<file path="src/rtl/crc_feeder_pkg.sv">
// Shared definitions for the CRC APB feeder: FSM states, CRC register map,
// CTRL field encodings and the result masking helper.
package crc_feeder_pkg;

  typedef enum logic [2:0] {
    IDLE,
    WR_CTRL,
    WR_INIT,
    WR_XORV,
    WR_DATA,
    RD_STAT,
    RD_DATA,
    RESP
  } feeder_state_t;

  localparam logic [31:0] OFF_CTRL = 32'h0000_0000;
  localparam logic [31:0] OFF_INIT = 32'h0000_0004;
  localparam logic [31:0] OFF_XORV = 32'h0000_0008;
  localparam logic [31:0] OFF_DATA = 32'h0000_000C;
  localparam logic [31:0] OFF_STAT = 32'h0000_0010;

  localparam logic [1:0] MODE_CRC8       = 2'd0;
  localparam logic [1:0] MODE_CRC16_1021 = 2'd1;
  localparam logic [1:0] MODE_CRC16_8005 = 2'd2;
  localparam logic [1:0] MODE_CRC32      = 2'd3;

  localparam logic [1:0] SIZE_8  = 2'd0;
  localparam logic [1:0] SIZE_16 = 2'd1;
  localparam logic [1:0] SIZE_24 = 2'd2;
  localparam logic [1:0] SIZE_32 = 2'd3;

  // The CRC leaves stale input bits above the active CRC width, so only the
  // bits belonging to the selected polynomial are kept.
  function automatic logic [31:0] mask_result(input logic [1:0] mode,
                                              input logic [31:0] data);
    logic [31:0] masked;
    case (mode)
      MODE_CRC8:       masked = {24'h0, data[7:0]};
      MODE_CRC16_1021,
      MODE_CRC16_8005: masked = {16'h0, data[15:0]};
      default:         masked = data;
    endcase
    return masked;
  endfunction

endpackage

</file>
<file path="src/rtl/crc_apb_master.sv">
// Single-transfer APB4 engine. While idle, a request is presented directly on
// the bus as the SETUP phase, so a request raised in the cycle after a
// completing ACCESS starts with no idle gap. The ACCESS phase uses registered
// copies of the request so the bus stays stable during pready waits.
module crc_apb_master (
  input  logic        pclk,
  input  logic        presetn,
  input  logic        req,
  input  logic        we,
  input  logic [31:0] addr,
  input  logic [31:0] wdata,
  output logic        done,
  output logic [31:0] rdata,
  output logic        err,
  output logic [31:0] paddr,
  output logic        psel,
  output logic        penable,
  output logic        pwrite,
  output logic [31:0] pwdata,
  output logic [3:0]  pstrb,
  input  logic [31:0] prdata,
  input  logic        pready,
  input  logic        pslverr
);

  logic        access_q;
  logic        we_q;
  logic [31:0] addr_q;
  logic [31:0] wdata_q;

  // Enter ACCESS after a presented SETUP, leave it when the slave is ready.
  always_ff @(posedge pclk or negedge presetn) begin
    if (!presetn) begin
      access_q <= 1'b0;
      we_q     <= 1'b0;
      addr_q   <= '0;
      wdata_q  <= '0;
    end else if (!access_q) begin
      if (req) begin
        access_q <= 1'b1;
        we_q     <= we;
        addr_q   <= addr;
        wdata_q  <= wdata;
      end
    end else if (pready) begin
      access_q <= 1'b0;
    end
  end

  assign psel    = access_q | req;
  assign penable = access_q;
  assign paddr   = access_q ? addr_q  : (req ? addr  : 32'h0);
  assign pwrite  = access_q ? we_q    : (req ? we    : 1'b0);
  assign pwdata  = access_q ? wdata_q : (req ? wdata : 32'h0);
  assign pstrb   = 4'hF;

  assign done  = access_q & pready;
  assign err   = access_q & pready & pslverr;
  assign rdata = prdata;

endmodule

</file>
<file path="src/rtl/crc_apb_feeder.sv">
// APB4 master feeding the CRC peripheral from a valid/ready job stream.
// Per job it writes CTRL/INIT/XORV (each skipped when equal to the cached
// value), writes DATA, polls STAT until done, reads DATA and returns the
// mode-masked result on the response port.
// Optional build macro CRC_FEEDER_TIMEOUT_EN bounds STAT polling to POLL_MAX
// reads and reports a timeout as an error response.
module crc_apb_feeder
  import crc_feeder_pkg::*;
#(
  parameter logic [31:0] BASE_ADDR = 32'h0000_0000,
  parameter int unsigned POLL_MAX  = 16
) (
  input  logic        pclk,
  input  logic        presetn,
  input  logic        job_valid_i,
  output logic        job_ready_o,
  input  logic [6:0]  job_ctrl_i,
  input  logic [31:0] job_init_i,
  input  logic [31:0] job_xorv_i,
  input  logic [31:0] job_data_i,
  output logic        res_valid_o,
  input  logic        res_ready_i,
  output logic [31:0] res_data_o,
  output logic        res_err_o,
  output logic [31:0] paddr_o,
  output logic        psel_o,
  output logic        penable_o,
  output logic        pwrite_o,
  output logic [31:0] pwdata_o,
  output logic [3:0]  pstrb_o,
  input  logic [31:0] prdata_i,
  input  logic        pready_i,
  input  logic        pslverr_i
);

  feeder_state_t state_q, state_d, eff_state;

  logic [6:0]  job_ctrl_q;
  logic [31:0] job_init_q;
  logic [31:0] job_xorv_q;
  logic [31:0] job_data_q;
  logic [6:0]  wr_ctrl;

  logic        ctrl_ok_q, init_ok_q, xorv_ok_q;
  logic [6:0]  cache_ctrl_q;
  logic [31:0] cache_init_q;
  logic [31:0] cache_xorv_q;

  logic [31:0] res_data_q;
  logic        res_err_q;

  logic        mst_req, mst_we, mst_done, mst_err;
  logic [31:0] mst_off, mst_wdata, mst_rdata;
  logic        poll_timeout;

  // The enable bit is always written as 1, and the cache holds the value
  // actually written, so the comparison uses the forced value too.
  assign wr_ctrl = job_ctrl_q | 7'h01;

  // Skip configuration writes whose cached value already matches the job,
  // so a skipped register costs no cycles.
  always_comb begin
    eff_state = state_q;
    if (eff_state == WR_CTRL && ctrl_ok_q && cache_ctrl_q == wr_ctrl)
      eff_state = WR_INIT;
    if (eff_state == WR_INIT && init_ok_q && cache_init_q == job_init_q)
      eff_state = WR_XORV;
    if (eff_state == WR_XORV && xorv_ok_q && cache_xorv_q == job_xorv_q)
      eff_state = WR_DATA;
  end

  // Translate the effective state into the APB transfer it performs.
  always_comb begin
    mst_req   = 1'b0;
    mst_we    = 1'b0;
    mst_off   = OFF_CTRL;
    mst_wdata = 32'h0;
    case (eff_state)
      WR_CTRL: begin
        mst_req   = 1'b1;
        mst_we    = 1'b1;
        mst_off   = OFF_CTRL;
        mst_wdata = {25'h0, wr_ctrl};
      end
      WR_INIT: begin
        mst_req   = 1'b1;
        mst_we    = 1'b1;
        mst_off   = OFF_INIT;
        mst_wdata = job_init_q;
      end
      WR_XORV: begin
        mst_req   = 1'b1;
        mst_we    = 1'b1;
        mst_off   = OFF_XORV;
        mst_wdata = job_xorv_q;
      end
      WR_DATA: begin
        mst_req   = 1'b1;
        mst_we    = 1'b1;
        mst_off   = OFF_DATA;
        mst_wdata = job_data_q;
      end
      RD_STAT: begin
        mst_req = 1'b1;
        mst_off = OFF_STAT;
      end
      RD_DATA: begin
        mst_req = 1'b1;
        mst_off = OFF_DATA;
      end
      default: ;
    endcase
  end

  crc_apb_master u_master (
    .pclk    (pclk),
    .presetn (presetn),
    .req     (mst_req),
    .we      (mst_we),
    .addr    (BASE_ADDR + mst_off),
    .wdata   (mst_wdata),
    .done    (mst_done),
    .rdata   (mst_rdata),
    .err     (mst_err),
    .paddr   (paddr_o),
    .psel    (psel_o),
    .penable (penable_o),
    .pwrite  (pwrite_o),
    .pwdata  (pwdata_o),
    .pstrb   (pstrb_o),
    .prdata  (prdata_i),
    .pready  (pready_i),
    .pslverr (pslverr_i)
  );

`ifdef CRC_FEEDER_TIMEOUT_EN
  localparam int POLL_W = $clog2(POLL_MAX + 1);
  localparam logic [POLL_W-1:0] POLL_LAST = POLL_W'(POLL_MAX - 1);

  logic [POLL_W-1:0] poll_cnt_q;

  assign poll_timeout = (eff_state == RD_STAT) && mst_done && !mst_err &&
                        !mst_rdata[0] && (poll_cnt_q == POLL_LAST);

  // Count STAT reads that came back not-done since the DATA write.
  always_ff @(posedge pclk or negedge presetn) begin
    if (!presetn)
      poll_cnt_q <= '0;
    else if (eff_state == WR_DATA && mst_done)
      poll_cnt_q <= '0;
    else if (eff_state == RD_STAT && mst_done && !mst_err && !mst_rdata[0])
      poll_cnt_q <= poll_cnt_q + 1'b1;
  end
`else
  assign poll_timeout = 1'b0;
`endif

  // Next-state sequencing; any failed transfer aborts straight to RESP.
  always_comb begin
    state_d = eff_state;
    case (eff_state)
      IDLE:    if (job_valid_i) state_d = WR_CTRL;
      WR_CTRL: if (mst_done) state_d = mst_err ? RESP : WR_INIT;
      WR_INIT: if (mst_done) state_d = mst_err ? RESP : WR_XORV;
      WR_XORV: if (mst_done) state_d = mst_err ? RESP : WR_DATA;
      WR_DATA: if (mst_done) state_d = mst_err ? RESP : RD_STAT;
      RD_STAT: begin
        if (mst_done) begin
          if (mst_err || poll_timeout) state_d = RESP;
          else if (mst_rdata[0])       state_d = RD_DATA;
          else                         state_d = RD_STAT;
        end
      end
      RD_DATA: if (mst_done) state_d = RESP;
      RESP:    if (res_ready_i) state_d = IDLE;
      default: state_d = IDLE;
    endcase
  end

  // FSM state register.
  always_ff @(posedge pclk or negedge presetn) begin
    if (!presetn) state_q <= IDLE;
    else          state_q <= state_d;
  end

  // Capture the job on acceptance; it is held for the whole sequence.
  always_ff @(posedge pclk or negedge presetn) begin
    if (!presetn) begin
      job_ctrl_q <= '0;
      job_init_q <= '0;
      job_xorv_q <= '0;
      job_data_q <= '0;
    end else if (state_q == IDLE && job_valid_i) begin
      job_ctrl_q <= job_ctrl_i;
      job_init_q <= job_init_i;
      job_xorv_q <= job_xorv_i;
      job_data_q <= job_data_i;
    end
  end

  // Track written config values and build the response on completion.
  always_ff @(posedge pclk or negedge presetn) begin
    if (!presetn) begin
      ctrl_ok_q    <= 1'b0;
      init_ok_q    <= 1'b0;
      xorv_ok_q    <= 1'b0;
      cache_ctrl_q <= '0;
      cache_init_q <= '0;
      cache_xorv_q <= '0;
      res_data_q   <= '0;
      res_err_q    <= 1'b0;
    end else if (mst_done) begin
      if (mst_err || poll_timeout) begin
        ctrl_ok_q  <= 1'b0;
        init_ok_q  <= 1'b0;
        xorv_ok_q  <= 1'b0;
        res_data_q <= '0;
        res_err_q  <= 1'b1;
      end else begin
        case (eff_state)
          WR_CTRL: begin
            cache_ctrl_q <= wr_ctrl;
            ctrl_ok_q    <= 1'b1;
          end
          WR_INIT: begin
            cache_init_q <= job_init_q;
            init_ok_q    <= 1'b1;
          end
          WR_XORV: begin
            cache_xorv_q <= job_xorv_q;
            xorv_ok_q    <= 1'b1;
          end
          RD_DATA: begin
            res_data_q <= mask_result(job_ctrl_q[4:3], mst_rdata);
            res_err_q  <= 1'b0;
          end
          default: ;
        endcase
      end
    end
  end

  assign job_ready_o = (state_q == IDLE);
  assign res_valid_o = (state_q == RESP);
  assign res_data_o  = res_data_q;
  assign res_err_o   = res_err_q;

endmodule

</file>
<file path="config.mk">
export PLATFORM = sky130hd
export DESIGN_NAME = crc_apb_feeder
export DESIGN_NICKNAME = d
export VERILOG_FILES = /design/src/rtl/crc_feeder_pkg.sv /design/src/rtl/crc_apb_master.sv /design/src/rtl/crc_apb_feeder.sv
export SDC_FILE = /design/constraint.sdc
export NUM_CORES = 1
export LEC_CHECK = 0
export ABC_AREA = 1
export CAP_MARGIN = 10
export CORE_AREA = 2 2 213 152
export CTS_CLUSTER_DIAMETER = 80
export DETAILED_ROUTE_END_ITERATION = 8
export DIE_AREA = 0 0 215 154
export GPL_TIMING_DRIVEN = 1
export PLACE_DENSITY = 0.72
export SLEW_MARGIN = 20
export SYNTH_ARGS = -nofsm -noshare
export SYNTH_HDL_FRONTEND = slang
export SYNTH_SLANG_ARGS = --single-unit
</file>
<file path="constraint.sdc">
create_clock -name pclk -period 3.6 [get_ports pclk]
set_input_delay 0.72 -clock pclk [delete_from_list [all_inputs] [get_ports pclk]]
set_output_delay 0.72 -clock pclk [all_outputs]
set_load 0.01 [all_outputs]
</file>
After elaboration in Yosys (flattened, before gate mapping)
Index checks and enable logic that the tools add are counted. Widths: inputs -> output; s select.

Equality and inequality tests: 16. Bitwise logic cells: 5. Reduce and logical (&&, ||, !) cells: 26. Mux-type cells: 42.

Operators by type and width (count): $mux 32 (5); $pmux 32 s4 (1); $eq 32x32->1 (2); $pmux 32 s2 (1); $mux 3 (13); $pmux 3 s8 (1); $pmux 5 s4 (1); $eq 3x3->1 const B (5); $mux 1 (15); $eq 3x2->1 const B (4); $reduce_and 2->1 (5); $reduce_and 3->1 (3); $mux 2 (4); $reduce_bool 2->1 (4); $eq 7x7->1 (1); $logic_and 1x1->1 (7); $eq 3x1->1 const B (2); $logic_not 3->1 (2); $reduce_or 6->1 (1); $mux 5 (1); $reduce_or 2->1 (2); $reduce_or 4->1 (1); $and 1x1->1 (2); $eq 2x1->1 const B (1); 4 further kinds (5).

Logic and storage cells: 106. Register bits: 279. Output and inout port bits: 106.

Depth between registers and ports, before layout
Gate-level depths: netlist of run 1.

Depth in word-level cells: 17. Gate-level depth with buffers: 18. Gate-level depth less buffers: 18.

Cells and area by module
A second synthesis of run 1 with hierarchy kept.

Cells, all modules: 1716. Area, all modules: 13472.9 um^2.

Modules (own cells, without submodules): crc_apb_feeder (seq. area each 5305.1 um^2, cells each 1251, area each 10023.4 um^2, times used 1); crc_apb_master (seq. area each 1651.6 um^2, cells each 465, area each 3449.6 um^2, times used 1).

Least setup slack after synthesis of run 1
OpenSTA, ideal clock, no wires.

Kind: reg2out. Start: register state_q[2]. End: output port pwdata_o[10]. Data arrival time: 1.944 ns. Setup slack: 0.936 ns. Buffers on the path: 1. Cell stages (with the launch flop): 17. Path through: dfrtp_1 inv_4 nand3_2 nor2_2 nand2_2 nor2_4 nor2_4 nor2_4 nand2_4 nand2_4 nand4_4 inv_4 buf_6 nand2_2 nand3_1 nand2_1 nand2_1.

Longest elaborated chain between the ends: 17. Elaborated cells between the ends (all ways): 23. Those cells by class: eq/ne: 9; mux: 7; reduce/logical: 7.

RTL lines: start: declaration (RTL line crc_apb_feeder.sv:36) `feeder_state_t state_q, state_d, eff_state;`; start signal: assignment (RTL line crc_apb_feeder.sv:183) `else state_q <= state_d;`; $eq 3x1->1 (RTL line crc_apb_feeder.sv:64) `if (eff_state == WR_CTRL && ctrl_ok_q && cache_ctrl_q == wr_ctrl)`; $logic_and 1x1->1 (2 in series) (RTL line crc_apb_feeder.sv:64); $mux 3 * (RTL line crc_apb_feeder.sv:64); $eq 3x2->1 (RTL line crc_apb_feeder.sv:66) `if (eff_state == WR_INIT && init_ok_q && cache_init_q == job_init_q)`; $logic_and 1x1->1 (2 in series) (RTL line crc_apb_feeder.sv:66); $mux 3 * (RTL line crc_apb_feeder.sv:66); $eq 3x2->1 (RTL line crc_apb_feeder.sv:68) `if (eff_state == WR_XORV && xorv_ok_q && cache_xorv_q == job_xorv_q)`; $logic_and 1x1->1 (2 in series) (RTL line crc_apb_feeder.sv:68); $mux 3 * (RTL line crc_apb_feeder.sv:68); $eq 3x3->1 (tied with other cells) (RTL line crc_apb_feeder.sv:78) `case (eff_state)`; $reduce_or 6->1 (no source line); $mux 1 (RTL line crc_apb_feeder.sv:78); $mux 32 * (2 in series) (RTL line crc_apb_master.sv:54) `assign pwdata = access_q ? wdata_q : (req ? wdata : 32'h0);`; end: declaration (RTL line crc_apb_feeder.sv:29) `output logic [31:0] pwdata_o,`.

Every way passes the cells marked *; elsewhere a longest branch is shown, timed or not.

Worst setup path after layout of run 1
Start: register job_xorv_q[22]. End: output port pwdata_o[15].

Longest elaborated chain between the ends: 8. Elaborated cells between the ends (all ways): 14. Those cells by class: eq/ne: 7; mux: 5; reduce/logical: 2.

RTL lines: start: declaration (RTL line crc_apb_feeder.sv:40) `logic [31:0] job_xorv_q;`; start signal: assignment (RTL line crc_apb_feeder.sv:196) `job_xorv_q <= job_xorv_i;`; $eq 32x32->1 * (RTL line crc_apb_feeder.sv:68); $logic_and 1x1->1 * (RTL line crc_apb_feeder.sv:68); $mux 3 * (RTL line crc_apb_feeder.sv:68); $eq 3x3->1 (tied with other cells) (RTL line crc_apb_feeder.sv:78); $reduce_or 6->1 (no source line); $mux 1 (RTL line crc_apb_feeder.sv:78); $mux 32 * (2 in series) (RTL line crc_apb_master.sv:54).

Marks and branches as above.

==> impl_metrics.json, run 1 <==
{
  "post-place-ws_ps": 35.9,
  "worstMarginPinSlew_ps": 824,
  "wl_per_cell_um": 17.6,
  "yosysWarnings": 0,
  "layoutNonFillerInstCount": 2214,
  "io_buffers": 212,
  "synthCells": 1541,
  "fin_util_pct": 52.1,
  "startpoint": "job_xorv_q[22]",
  "finalSetupTns_ps": 0,
  "grt-ovfl-total": 0,
  "layout.nets": 1918,
  "cts_made_buffers": 26,
  "area_growth_pct": 30.8,
  "gp_congestion": 0.870,
  "ir_drop_v": 0.000400,
  "required_ps": 2880,
  "rr_startpoint": "job_ctrl_q[6]",
  "die_area_sq_um": 33100,
  "drt_pass1_iterations": 7,
  "cp-end-kind": "output pin",
  "drcViolationCount": 0,
  "ctsHoldBuffers": 0,
  "regArea_sq_um": 6230,
  "hold_violations": 0,
  "critPathLaunchType": "register",
  "path_cells": "inv_1 -> nand2_1 -> nand4_1 -> nor2_1 -> nand2_1 -> nor2_2 -> nand2_2 -> nor2_4 -> nand2_4 -> nand2_4 -> buf_12 -> buf_16 -> buf_6 -> nand4_1 -> nand3_1 -> nand2_2 -> nand2_4 -> buf_6",
  "synth.avg_cell_area_sq_um": 7.99,
  "min_period_ps": 3520,
  "whs_ps": 230,
  "ant_nets": 0,
  "synth_cell_types": 36,
  "relSlewSlack_pct": 45.1,
  "cts_num_sinks": 249,
  "clk_pin_slew_ps": 60,
  "insertion_delay_ps": 550,
  "critPathBufInv": 5,
  "synth_top_area_share_pct": 50.6,
  "yosysMostFrequentCell": "nand2_1",
  "fp.dieH_um": 154,
  "coreArea_sq_um": 30900,
  "synth_area_sq_um": 12300,
  "antenna_found_initial": 1,
  "fmax_mhz": 284,
  "p_leak_nw": 7.87,
  "hold_class": "in -> async",
  "dp_hpwl_um": 25800,
  "via_count": 11200,
  "pin_count": 247,
  "routed_wl_um": 38900,
  "synth-seq-cells": 249,
  "synth_area_leaders": "dfrtp_1 51%, nand2_1 18%, inv_1 4.7%, mux2_2 3.3%, o21ai_0 3.3%",
  "fin_crit_sh_pct": 97.8,
  "rows": 54,
  "finalWorstSetupSlack_ps": 78.9,
  "fin_skew_ps": 20.7,
  "first_iter_violations": 1116,
  "htree_num_levels": 1,
  "rsz0062_at_grt": "true",
  "drv_cap": 0,
  "initial_utilization_pct": 39.8,
  "synthFlopType": "dfrtp_1",
  "cts_max_path_buffers": 3,
  "max_stage_delay_ps": 370,
  "vias_per_cell": 5.07,
  "cts_tree": "yes",
  "cts_root_buf": "clkbuf_16",
  "crit_fanout": 7,
  "final-setup-viol-count": 0,
  "grt_pass1_wl_um": 59500,
  "crit_type": "reg -> out",
  "synth-seq-area-share_pct": 50.6,
  "crit_arrival_ps": 2800,
  "dpl.cell_count": 2135,
  "path_delay_family": "simple AND/OR/NAND/NOR gates",
  "power_density_nw_per_um2": 902,
  "multi_input_area_sq_um": 5240,
  "synthArstFlopShare_pct": 100,
  "fill_cells": 2906,
  "yosys.area.top_type": "dfrtp_1",
  "grt_pass1_vias": 10800,
  "drive_gt1_share_pct": 15.1,
  "cpMostUsedCell": "nand2_4",
  "grt_max_degree": 127,
  "fp.dieW_um": 215,
  "grt_util_all_layers_pct": 22.7,
  "synth-edff-count": 0,
  "ys_top_cells_by_count": "576 x nand2_1, 249 x dfrtp_1, 153 x inv_1",
  "slew_viol_final": 0,
  "cp_slowest_cell": "dfrtp_1",
  "status": "completed"
}
## power by group
part	leakage [nW]	switching, mW	internal, mW
combinational	4.41	4.14	2.87
sequential	3.08	0.879	4.10
clock	0.388	1.13	1.41
## flip-flops by register name, indices dropped and copies added (netlist names)
name	count
xorv_ok_q	1
job_init_q	32
u_master.we_q	1
res_err_o	1
job_data_q	32
u_master.addr_q	3
u_master.wdata_q	32
cache_init_q	32
ctrl_ok_q	1
u_master.penable	1
init_ok_q	1
job_xorv_q	32
state_q	3
cache_ctrl_q	7
res_data_o	32
job_ctrl_q	6
cache_xorv_q	32
## metal layers
| metal | part of all wire (%) | track usage (%) | vias to the layer above |
|---|---|---|---|
| li1 | - | - | 5317 |
| met1 | 45 | 32.8 | 5344 |
| met2 | 43 | 33.7 | 517 |
| met3 | 9.8 | 6.67 | 51 |
| met4 | 2.0 | 4.76 | 0 |
| met5 | 0 | 0 | - |
## kinds of logic (layout without fill, tap and decap cells)
kind of cell / count (synthesis) / count (layout) / share of synthesized area [%]
other cells: 2 / 34 / 0.0610
simple gates: 814 / 814 / 27.9
compound gates: 174 / 174 / 7.82
buf+inv: 256 / 477 / 9.61
xor+xnor: 9 / 9 / 0.640
fa+ha+maj: 1 / 1 / 0.102
flops: 249 / 249 / 50.6
mux: 36 / 36 / 3.29
## area by class of cell
class / instances / share of cell area, %
inverters: 159 / 3.83
diodes: 1 / 0.0155
clock buffers: 37 / 4.55
multi-input cells: 1067 / 32.5
flip-flops and latches: 249 / 38.7
repair inverters: 1 / 0.0544
clock inverters: 8 / 0.272
well taps: 420 / 3.26
repair buffers: 272 / 16.8
## layout by cell type, fill, tap and decap left out, types with 3 or more instances in the layout
| master | n |
|---|---|
| nand2_1 | 559 |
| dfrtp_1 | 249 |
| clkdlybuf4s50_1 | 175 |
| inv_1 | 144 |
| o21ai_0 | 81 |
| nor2_1 | 71 |
| nand3_1 | 55 |
| o22ai_1 | 49 |
| nand4_1 | 46 |
| buf_4 | 37 |
| mux2_2 | 36 |
| conb_1 | 33 |
| nand2_2 | 32 |
| o21ai_1 | 30 |
| clkbuf_16 | 28 |
| clkbuf_2 | 16 |
| nor2_2 | 14 |
| nor2_4 | 14 |
| buf_2 | 13 |
| buf_12 | 12 |
| inv_2 | 11 |
| buf_6 | 10 |
| clkbuf_1 | 8 |
| xnor2_1 | 7 |
| clkinv_2 | 7 |
| o21ai_2 | 6 |
| nand2_4 | 5 |
| a21oi_1 | 5 |
| nand3_2 | 4 |
| buf_16 | 4 |
| inv_4 | 3 |
| nor3_1 | 3 |
## per-stage QoR
stage | power, mW | cell area [sq um]
after global placement | 11.1 | 14900
after CTS | 14.2 | 15900
after global routing | 15.5 | 16100
after floorplan | 8.76 | 12400
final | 14.5 | 16100
after detailed placement | 11.3 | 14900
## worst paths after layout
path                                 endpoint  slack (ps)  cells past startpoint
min in group pclk                   res_err_o         470                      2
hold reg to reg                     res_err_o         470                      2
hold / removal                  job_xorv_q[6]         230                      1
max in group asynchronous  u_master.addr_q[2]        2430                      2
setup reg to reg                    res_err_o         790                     17
setup / recovery                 pwdata_o[15]          80                     18
## repair_timing
item	CTS	global route
resized for setup	112	95
buffers inserted	10	17
pin swaps	15	39
gates cloned	4	2
endpoints found under the setup margin	36	35
No activity file was read; power rests on OpenSTA's default activity.
==> run 2, diff against run 1 <==
- CORE_AREA: 2 2 213 152 -> 2 2 201 144
- CTS_CLUSTER_DIAMETER: 80 -> 60
- DIE_AREA: 0 0 215 154 -> 0 0 203 146
- PLACE_DENSITY: 0.72 -> 0.79
==> impl_metrics.json, run 2 (same netlist as run 1, synthesis figures left out) <==
{
  "wl_per_cell_um": 18.4,
  "finalWorstSetupSlack_ps": -132,
  "r2r-end": "cache_xorv_q[27]",
  "area_growth_pct": 34.0,
  "hold_violations": 0,
  "drcViolationCount": 0,
  "critPathLaunchType": "register",
  "initial_utilization_pct": 44.8,
  "cts_num_sinks": 249,
  "relSlewSlack_pct": 46.1,
  "path_delay_family": "simple AND/OR/NAND/NOR gates",
  "hold_class": "in -> async",
  "total_power_mw": 15.0,
  "min_period_ps": 3730,
  "via_count": 11700,
  "vias_per_cell": 5.37,
  "ctsHoldBuffers": 0,
  "status": "finished with violations",
  "fin_crit_sh_pct": 104,
  "cts_max_path_buffers": 3,
  "multi_input_area_sq_um": 5450,
  "ir_drop_v": 0.000455,
  "first_iter_violations": 1329,
  "insertion_delay_ps": 540,
  "clk_pin_slew_ps": 60,
  "layout.nets": 1935,
  "fmax_mhz": 268,
  "drv_cap": 0,
  "worstMarginPinSlew_ps": 809,
  "htree_num_levels": 1,
  "ant_nets": 0,
  "antennaDiodeCount": 0,
  "rsz0062_at_grt": "true",
  "critPathBufInv": 6,
  "cp_slowest_cell": "dfrtp_1",
  "p_leak_nw": 8.24,
  "cts_tree": "yes",
  "dp_hpwl_um": 25800,
  "cts_made_buffers": 25,
  "antenna_found_initial": 0,
  "cts_root_buf": "clkbuf_16",
  "path_cells": "inv_1 -> nand2_2 -> nand2_1 -> nor2_1 -> nand2_1 -> nor2_1 -> nand2_1 -> nor2_2 -> nand3_4 -> nand4_4 -> buf_12 -> inv_8 -> buf_6 -> buf_6 -> nand2_4 -> nand3_2 -> nand2_2 -> nand2_2 -> buf_6",
  "fin_skew_ps": 23.2,
  "routed_wl_um": 40000,
  "coreArea_sq_um": 27500,
  "cp-end-kind": "output pin",
  "rr_worst_depth": 7,
  "grt_pass1_wl_um": 59700,
  "crit_arrival_ps": 3010,
  "io_buffers": 212,
  "power_density_nw_per_um2": 908,
  "final_common_cell": "nand2_1",
  "rr_startpoint": "u_master.penable",
  "die_area_sq_um": 29600,
  "regArea_sq_um": 6230,
  "violations": "negative setup slack",
  "fill_cells": 2306,
  "crit_type": "reg -> out",
  "rows": 51,
  "grt-ovfl-total": 0,
  "final_cell_mix": "523 x nand2_1, 249 x dfrtp_1, 175 x clkdlybuf4s50_1",
  "grt_util_all_layers_pct": 25.3,
  "crit_fanout": 4,
  "grt_pass1_vias": 11200,
  "drt_pass1_iterations": 6,
  "gp_congestion": 0.888,
  "required_ps": 2880,
  "max_stage_delay_ps": 410,
  "fp.dieW_um": 203,
  "pin_count": 247,
  "post-place-ws_ps": 61.0,
  "grt_max_degree": 118,
  "drive_gt1_share_pct": 19.4,
  "fp.dieH_um": 146,
  "final-setup-viol-count": 28,
  "reg2reg_slack_ps": 680,
  "slew_viol_final": 0
}
==> run 2: cell types whose count changed in the layout (fill, tap and decap cells not counted), sizes merged <==
cell	change
buf	+28
bufinv	+1
clkdlybuf4s15	+1
diode	-1
clkbuf	-14
dlygate4sd2	-2
inv	+3
clkinv	-2
==> run 2: cell type report <==
type                    instances  area share [%]
flip-flops and latches        249            37.8
multi-input cells            1067            33.0
repair buffers                288            17.7
clock buffers                  34            4.36
inverters                     159            3.71
well taps                     371            2.81
clock inverters                 8           0.417
repair inverters                3           0.190
==> run 2: per-stage QoR <==
step	utilization, %	hold WS (ps)	cells	cell area [sq um]	setup TNS (ps)
5_1_grt	60.0	296	2179	16500	-5710
3_3_place_gp	53.8	453	2090	14800	0
2_1_floorplan	-	424	1572	12400	0
6_report	60.0	208	2179	16500	-770
3_5_place_dp	53.8	463	2090	14800	0
4_1_cts	58.2	256	2169	16000	-9.63
==> run 2: metal layers <==
layer | up-vias | global-route usage (%) | share of wire (%) | wire length [um]
met5 | - | 0 | 0 | 0
met4 | 0 | 6.64 | 3.1 | 1260
met3 | 114 | 3.67 | 9.5 | 3810
met2 | 715 | 39.7 | 45 | 17800
met1 | 5525 | 36.9 | 43 | 17100
li1 | 5345 | - | - | -
==> run 2: worst max path at each step <==
| stage | startpoint | to | slack, ps | cells after the start |
|---|---|---|---|---|
| CTS | job_init_q[13] | pwdata_o[4] | -6 | 19 |
| finish | job_xorv_q[31] | pwdata_o[3] | -130 | 19 |
| detailed placement | job_ctrl_q[3] | pwdata_o[7] | 60 | 17 |
| floorplan | state_q[2] | pwdata_o[10] | 940 | 16 |
| global route | state_q[2] | pwdata_o[7] | -210 | 17 |
| global placement | job_init_q[3] | pwdata_o[13] | 110 | 18 |
==> run 2: where the power goes <==
group	switching [mW]	leakage (nW)	internal, mW
combinational	4.36	4.76	3.05
sequential	0.917	3.08	4.10
clock	1.10	0.397	1.46
total	6.37	8.24	8.61
==> run 2: repair_timing <==
action / CTS / global route
gates resized for setup: 149 / 159
endpoints found under the hold margin: 0 / 0
setup buffers: 33 / 10
endpoints found under the setup margin: 36 / 36
pin swaps: 19 / 54
gates cloned: 5 / 2
==> run 3, diff against run 2 <==
- CORE_AREA: 2 2 201 144 -> 2 2 155 187
- DIE_AREA: 0 0 203 146 -> 0 0 157 189
- GPL_TIMING_DRIVEN: 1 -> default
- PLACE_DENSITY: 0.79 -> 0.78
==> impl_metrics.json, run 3 (same netlist as run 1, synthesis figures left out) <==
{
  "layout.nets": 1923,
  "final_common_cell": "nand2_1",
  "antenna_found_initial": 0,
  "cts_made_buffers": 27,
  "cp-end-kind": "output pin",
  "required_ps": 2880,
  "crit_arrival_ps": 2920,
  "first_iter_violations": 866,
  "hold_class": "in -> async",
  "gp_congestion": 0.906,
  "worstMarginPinSlew_ps": 799,
  "grt_pass1_vias": 10600,
  "fp.dieW_um": 157,
  "drive_gt1_share_pct": 14.5,
  "finalWorstSetupSlack_ps": -37.3,
  "routed_wl_um": 35100,
  "rows": 67,
  "dpl.cell_count": 2099,
  "final_cell_mix": "556 x nand2_1, 248 x dfrtp_1, 175 x clkdlybuf4s50_1",
  "cp_slowest_cell": "dfrtp_1",
  "p_comb_share_pct": 45.7,
  "rsz0062_at_grt": "true",
  "relSlewSlack_pct": 46.8,
  "use_met3_pct": 3.39,
  "antennaDiodeCount": 0,
  "cpMostUsedCell": "nand2_2",
  "dp_hpwl_um": 24700,
  "fmax_mhz": 275,
  "grt_pass1_wl_um": 54400,
  "finalSetupTns_ps": -67.5,
  "use_met2_pct": 41.0,
  "initial_utilization_pct": 44.4,
  "area_growth_pct": 31.2,
  "internal_power_mw": 8.57,
  "cts_root_buf": "clkbuf_16",
  "path_cells": "nand2_1 -> inv_1 -> nor2_1 -> nor2_2 -> nand2_2 -> nor2_4 -> nor2_4 -> inv_4 -> buf_4 -> nand4_4 -> clkinv_4 -> buf_12 -> buf_12 -> buf_4 -> buf_6 -> nand2_4 -> nand3_2 -> nand2_2 -> nand2_2 -> buf_6",
  "fin_skew_ps": 12.0,
  "vias_per_cell": 5.05,
  "clk_pin_slew_ps": 60,
  "post-place-ws_ps": 77.9,
  "htree_num_levels": 1,
  "crit_type": "reg -> out",
  "grt-ovfl-total": 0,
  "min_period_ps": 3640,
  "power.switching_mw": 5.79,
  "ant_nets": 0,
  "ir_drop_v": 0.000440,
  "drcViolationCount": 0,
  "die_area_sq_um": 29700,
  "hold_violations": 0,
  "io_buffers": 212,
  "layoutNonFillerInstCount": 2177,
  "crit_fanout": 6,
  "fp.dieH_um": 189,
  "top_usage_layer": "met2",
  "final-setup-viol-count": 4,
  "whs_ps": 236,
  "p_leak_nw": 8.03,
  "pin_count": 247,
  "grt_use_met1_pct": 29.1,
  "p_sw_share_pct": 40.3,
  "grt_max_degree": 169,
  "status": "finished with violations",
  "cts_num_sinks": 249,
  "critPathLaunchType": "register",
  "cts_max_path_buffers": 3,
  "insertion_delay_ps": 530,
  "power_density_nw_per_um2": 889,
  "violations": "negative setup slack",
  "drv_cap": 0,
  "fin_crit_sh_pct": 101,
  "coreArea_sq_um": 27700,
  "grt_util_all_layers_pct": 23.2,
  "slew_viol_final": 0,
  "total_power_mw": 14.4,
  "cts_tree": "yes",
  "clkPwrFrac_pct": 19.7,
  "wl_per_cell_um": 16.1,
  "p_seq_share_pct": 34.6,
  "via_count": 11000,
  "max_stage_delay_ps": 390,
  "drt_pass1_iterations": 5
}
[run 3: cell types whose count changed in the layout (fill, tap and decap cells not counted), moves of 13 or more]
| cell | delta |
|---|---|
| nand2_2 | -26 |
| dlygate4sd2_1 | +13 |
| nand3_2 | -16 |
| nand3_1 | +18 |
| buf_6 | -15 |
| nand2_1 | +33 |
[run 3: what timing repair did]
action | in CTS | in global routing
hold buffers | 0 | 0
cloned | 1 | 0
gates resized for setup | 91 | 72
setup endpoints to repair | 36 | 36
hold endpoints to repair | 0 | 0
pin swaps | 7 | 17
setup buffers | 15 | 16
[run 3: final cells by class]
class                      instances  area, sq um
sequential                       249         6230
tap                              379          474
fill                            2377        11600
clock buffer                      39          781
timing repair buffer             277         2760
multi-input combinational       1067         5190
inverter                         159          607
clock inverter                     7          118
[run 3: power groups by stage]
stage	Clock (mW)	Sequential, mW	Combinational, mW
after floorplan	0	4.84	3.92
after global placement	0	4.89	6.12
after detailed placement	0	4.96	6.28
after CTS	2.88	4.93	6.37
after global routing	2.99	5.10	7.28
final	2.84	4.97	6.56
[run 3: metrics by stage]
step | area [sq um] | util [%]
CTS | 15900 | 57.3
detailed placement | 14800 | 53.5
global placement | 14800 | 53.5
finish | 16200 | 58.2
global route | 16200 | 58.2
floorplan | 12400 | -
[run 3: final timing paths]
check                                start             end  slack [ps]  cells after the start
setup / recovery           cache_ctrl_q[1]     pwdata_o[2]         -40                     20
setup reg to reg                state_q[0]  res_data_o[19]         810                     18
max in group asynchronous          presetn   job_data_q[2]        2500                      2
hold reg to reg              res_data_o[3]   res_data_o[3]         470                      2
min in group pclk            res_data_o[3]   res_data_o[3]         470                      2
hold / removal                     presetn  res_data_o[13]         240                      1
[run 3: metal layers]
layer | vias up | wire length, um | part of all wire (%)
met3 | 69 | 2040 | 5.8
met5 | - | 0 | 0
met4 | 0 | 954 | 2.7
li1 | 5315 | - | -
met2 | 390 | 17600 | 50
met1 | 5212 | 14500 | 41
[run 3: worst max-delay path: cells and delay by family (launching register included)]
| family | cells | cell delay, ps |
|---|---|---|
| simple gates | 11 | 980 |
| flops | 1 | 390 |
| buf+inv | 9 | 1000 |
==> variant 1 (settings of run 2) <==
Add a define of `CRC_FEEDER_TIMEOUT_EN`.
--- a/src/rtl/crc_apb_feeder.sv
+++ b/src/rtl/crc_apb_feeder.sv
@@ -6,2 +6,4 @@
 // reads and reports a timeout as an error response.
+`define CRC_FEEDER_TIMEOUT_EN
+
 module crc_apb_feeder
Check against the original RTL: same outputs for any inputs over 4 cycles, from zero or initial values and one cycle with presetn low; that may be too few to reach the edited logic, so the function may still have changed.
==> variant 1 against run 2 <==
The run still ends with setup timing left. Worst hold slack worse by 0.048 ns. Wire length rose by 9.0%. Sequential cell count grew 5. Count of clock-buffer cells in the layout did not move. Design area increased by 8.2%. Synthesized area increased by 7.5%. Worst setup slack worse by 0.12 ns. Global-route usage rose by 2.7 points. Total power up 5.6%. Critical endpoint is now pwdata_o[31]. Largest cell class unchanged.
==> variant 1: results (changes against run 2) <==
- Final Skew: 0.0193 ns (was 0.0232 ns)
- Met2 WL: 19,000 um (was 17,800 um)
- Sequential area share after synthesis: 48.0% (was 50.6%)
- Ranking of synthesized cells by area: dfrtp_1, nand2_1, nand3_1 (was dfrtp_1, nand2_1, inv_1)
- Max-Slew Margin vs Limit: 49.6% (was 46.1%)
- Drt initial violations: 1,881 (was 1,329)
- Synth cell types: 32 (was 36)
- Share of layout cells above drive strength 1: 19.1% (was 19.4%)
- Final Setup Violations: 39 (was 28)
- Crit-path max FO: 9 (was 4)
- Met1 Resource Use GR: 42.9% (was 36.9%)
- Final #Nets: 2,232 (was 1,935)
- Global Route Usage Sum: 28.1% (was 25.3%)
- M2 GR Usage: 40.4% (was 39.7%)
- Routed met3 length: 4970 um (was 3810 um)
- First-pass GRT wire length: 66,300 um (was 59,700 um)
- Met3 global-route usage: 6.40% (was 3.67%)
- Leakage: 9.27 nW (was 8.24 nW)
- Outcome: complete, but fails checks (unchanged)
- GP Congestion: 0.924 (was 0.888)
- Final setup margin: -0.250 ns (was -0.132 ns)
- Finished Layout Cells: 2,478 (was 2,179)
- DP HPWL: 27,300 um (was 25,800 um)
- Fill count: 2,170 (was 2,306)
- R2r setup slk: -0.21 ns (was 0.68 ns)
- Failing checks: setup timing (unchanged)
- Worst reg2reg path startpoint: state_q[2] (was u_master.penable)
- Reg2reg path depth: 28 (was 7)
-- variant 1: kinds of logic (layout without fill, tap and decap cells) --
group / Yosys count / after routing / share of synthesized area (%)
other: 2 / 34 / 0.0568
and+or+nand+nor: 1141 / 1141 / 35.6
xor gates and xnor gates: 22 / 22 / 1.46
DFF: 254 / 254 / 48.0
adders and majority gates: 3 / 3 / 0.284
AOI/OAI and AO/OA: 101 / 101 / 4.51
buffers and inverters: 280 / 552 / 10.1
-- variant 1: stage by stage --
| stage | instance area [sq um] | hold slack [ns] | utilization (%) | setup slack, ns |
|---|---|---|---|---|
| finish | 17900 | 0.160 | 64.9 | -0.250 |
| global route | 17900 | 0.213 | 64.9 | -0.348 |
| CTS | 17300 | 0.197 | 62.8 | -0.108 |
| detailed placement | 15700 | 0.444 | 56.9 | 0.0749 |
| global placement | 15700 | 0.436 | 56.9 | 0.0977 |
| floorplan | 13300 | 0.422 | - | 0.773 |
-- variant 1: final cells by class --
class | instances | area share, %
Tap cell | 371 | 2.60
Antenna cell | 1 | 0.0140
Clock buffer | 34 | 3.99
Multi-Input combinational cell | 1300 | 34.7
Timing Repair Buffer | 343 | 18.6
Sequential cell | 254 | 35.7
Inverter | 161 | 3.50
Timing Repair inverter | 1 | 0.0420
Clock inverter | 13 | 1.00
-- variant 1: worst max path at each step --
stage / cells past startpoint / startpoint / to / slack, ns
6_report: 18 / state_q[2] / pwdata_o[31] / -0.25
5_1_grt: 19 / job_xorv_q[29] / pwdata_o[28] / -0.35
4_1_cts: 20 / job_ctrl_q[1] / pwdata_o[24] / -0.11
3_5_place_dp: 17 / job_ctrl_q[4] / pwdata_o[3] / 0.07
3_3_place_gp: 17 / job_ctrl_q[4] / pwdata_o[2] / 0.1
2_1_floorplan: 16 / state_q[2] / pwdata_o[22] / 0.77
-- variant 1: repair_timing --
action / 4_1_cts / 5_1_grt
hold buffers: 0 / 0
resized for setup: 242 / 121
gates cloned: 4 / 2
pin swaps: 33 / 62
setup buffers: 54 / 28
setup endpoints to repair: 38 / 41
-- variant 1: power by group --
group	switching [W]	internal, W
Combinational	0.00477	0.00323
Sequential	0.000942	0.00399
Clock	0.00120	0.00168
Total	0.00691	0.00891
-- variant 1: critical path: stages, from the launching register on --
cell and delay, ns:
dfrtp_1 0.44, inv_4 0.09, buf_8 0.15, nand3_1 0.10, nor2_1 0.15, nand3_1 0.12, nor2_2 0.13, nand2_2 0.09
nand2_4 0.13, buf_6 0.12, nand4_4 0.16, buf_12 0.20, buf_16 0.14, nor2_2 0.10, nor2_2 0.07, nand2_1 0.07
nand2_1 0.07, nand2_2 0.10, buf_2 0.13
==> variant 2 (settings of run 2) <==
Made on the original files. The 8 states of `feeder_state_t` get a one-hot encoding in 8 bits.
--- a/src/rtl/crc_feeder_pkg.sv
+++ b/src/rtl/crc_feeder_pkg.sv
@@ -4,11 +4,11 @@
 
-  typedef enum logic [2:0] {
-    IDLE,
-    WR_CTRL,
-    WR_INIT,
-    WR_XORV,
-    WR_DATA,
-    RD_STAT,
-    RD_DATA,
-    RESP
+  typedef enum logic [7:0] {
+    IDLE    = 8'b00000001,
+    WR_CTRL = 8'b00000010,
+    WR_INIT = 8'b00000100,
+    WR_XORV = 8'b00001000,
+    WR_DATA = 8'b00010000,
+    RD_STAT = 8'b00100000,
+    RD_DATA = 8'b01000000,
+    RESP    = 8'b10000000
   } feeder_state_t;
Behaviour: same outputs for any inputs over 4 cycles, from zero or initial values and one cycle with presetn low; so few cycles prove little.
==> variant 2 against run 2 <==
The run still ends with setup timing left. Sequential share of layout area shrank 3.5 points. Highest routed layer unchanged. Wire length grew 12%. First-iteration DRC count fell by 4.3%. Clock skew down 0.0085 ns. Largest cell class unchanged. Total power is 23% lower. Non-clock buffer count grew 209. Sequential cell count increased by 5. Design area rose by 12%. Worst setup slack worse by 0.57 ns. Synthesized area grew 1.4%. Critical path depth is 3 higher.
==> variant 2: results (changes against run 2) <==
- Outcome: complete, but fails checks (unchanged)
- Failing checks: setup timing (unchanged)
- Vias in the first global route: 12,700 (was 11,200)
- Share of layout cells above drive strength 1: 29.1% (was 19.4%)
- Setup_tns: -22.11 ns (was -0.770 ns)
- Reg area: 0.00636 sq mm (was 0.00623 sq mm)
- Adder-Cell Fraction of Synth Area: 0.100% (was 0.102%)
- Non-clock buffer total of the final layout: 497 (was 288)
- Pwr Density: 622 mW/mm^2 (was 908 mW/mm^2)
- GP Congestion: 0.898 (was 0.888)
- Fill count: 2,039 (was 2,306)
- Final Setup Violations: 43 (was 28)
- Sequential area share after synthesis: 50.9% (was 50.6%)
- Startpoint class of the critical path: register (unchanged)
- Avg Cell Area, Syn: 8.17 sq um (was 7.99 sq um)
- Final Skew: 0.0148 ns (was 0.0232 ns)
- Compound-Gate Fraction of Synth Area: 10.7% (was 7.82%)
- Max VDD drop: 359 uV (was 455 uV)
- Worst r2r dst: u_master.wdata_q[15] (was cache_xorv_q[27])
- Finished Layout Cells: 2,382 (was 2,179)
- Number of buffers created by CTS: 26 (was 25)
- Capture point of the worst path: pwdata_o[20] (was pwdata_o[3])
- Clock root buffer: clkbuf_16 (unchanged)
- Most frequent cells after synthesis: nand2_1, dfrtp_1, nor2_1 (was nand2_1, dfrtp_1, inv_1)
- CLK BUF: 38 (was 34)
- Multi-input gate area: 0.00568 sq mm (was 0.00545 sq mm)
- R2r setup slk: -0.49 ns (was 0.68 ns)
- Hold slack: 0.145 ns (was 0.208 ns)
- Final #Nets: 2,135 (was 1,935)
- Max-Slew Margin vs Limit: 48.2% (was 46.1%)
- Final setup margin: -0.704 ns (was -0.132 ns)
- WL/cell: 18.8 um (was 18.4 um)
- Placed cell area: 0.0160 sq mm (was 0.0148 sq mm)
- Post-place setup slack: -0.367 ns (was 0.0610 ns)
- Post-synthesis mux area share: 3.88% (was 3.29%)
- Initial antenna violation count: 0 (unchanged)
- Non-Clock Inverter Count: 135 (was 162)
- Final core occ: 67.4% (was 60.0%)
- Global Route Usage Sum: 29.0% (was 25.3%)
- Ranking of synthesized cells by area: dfrtp_1, nand2_1, nor2_1 (was dfrtp_1, nand2_1, inv_1)
- Clock-cell share: 4.81% (was 4.78%)
- XOR/XNOR Fraction of Synth Area: 1.26% (was 0.640%)
- NonClk Buf Share: 25.0% (was 17.7%)
- First-pass GRT wire length: 68,100 um (was 59,700 um)
- CP max stage delay: 0.43 ns (was 0.41 ns)
- Reg2reg path depth: 31 (was 7)
- #FFs+latches synth: 254 (was 249)
- Largest net degree at the start of global routing: 87 (was 118)
- Cell Count Post-Placement: 2,207 (was 2,090)
- Routed vias/inst: 5.34 (was 5.37)
- Drt initial violations: 1,272 (was 1,329)
- WP data arrival: 3.58 ns (was 3.01 ns)
- Synth cell types: 41 (was 36)
- Multi-input combinational cell count: 1,079 (was 1,067)
- Crit-path max FO: 6 (was 4)
- IO buf count: 212 (unchanged)
- Worst reg2reg path startpoint: cache_init_q[29] (was u_master.penable)
- DP HPWL: 27,100 um (was 25,800 um)
- Ys flop type: dfrtp_1 (unchanged)
- Leakage: 9.24 nW (was 8.24 nW)
variant 2: cell types whose count changed in the layout (fill, tap and decap cells not counted), moves of 10 or more:
cell	before	now
nand3_2	27	6
nand4_1	46	8
o211ai_1	0	26
buf_4	42	193
o21ai_2	7	27
buf_6	27	85
nor2_1	73	123
o21ai_1	30	13
o22ai_1	49	14
nand2_1	523	454
a21oi_1	4	66
inv_1	143	119
nand2_4	12	22
variant 2: where the power goes:
part / switching (W) / internal [W] / total, W
sequential: 0.000616 / 0.00366 / 0.00427
clock: 0.00120 / 0.00166 / 0.00286
combinational: 0.00242 / 0.00198 / 0.00441
total: 0.00424 / 0.00730 / 0.0115
variant 2: metal layers:
metal,track usage (%),wire [um],vias up
met5,0,0,-
met4,11.4,2090,0
met3,5.24,4400,186
met2,46.5,20700,761
met1,39.3,17600,6073
li1,-,-,5709
variant 2: what timing repair did:
action                                  4_1_cts  5_1_grt
cloned                                        2        1
resized for setup                           284      129
pin swaps                                    33       60
endpoints found under the setup margin       38       49
buffers inserted                            142       29
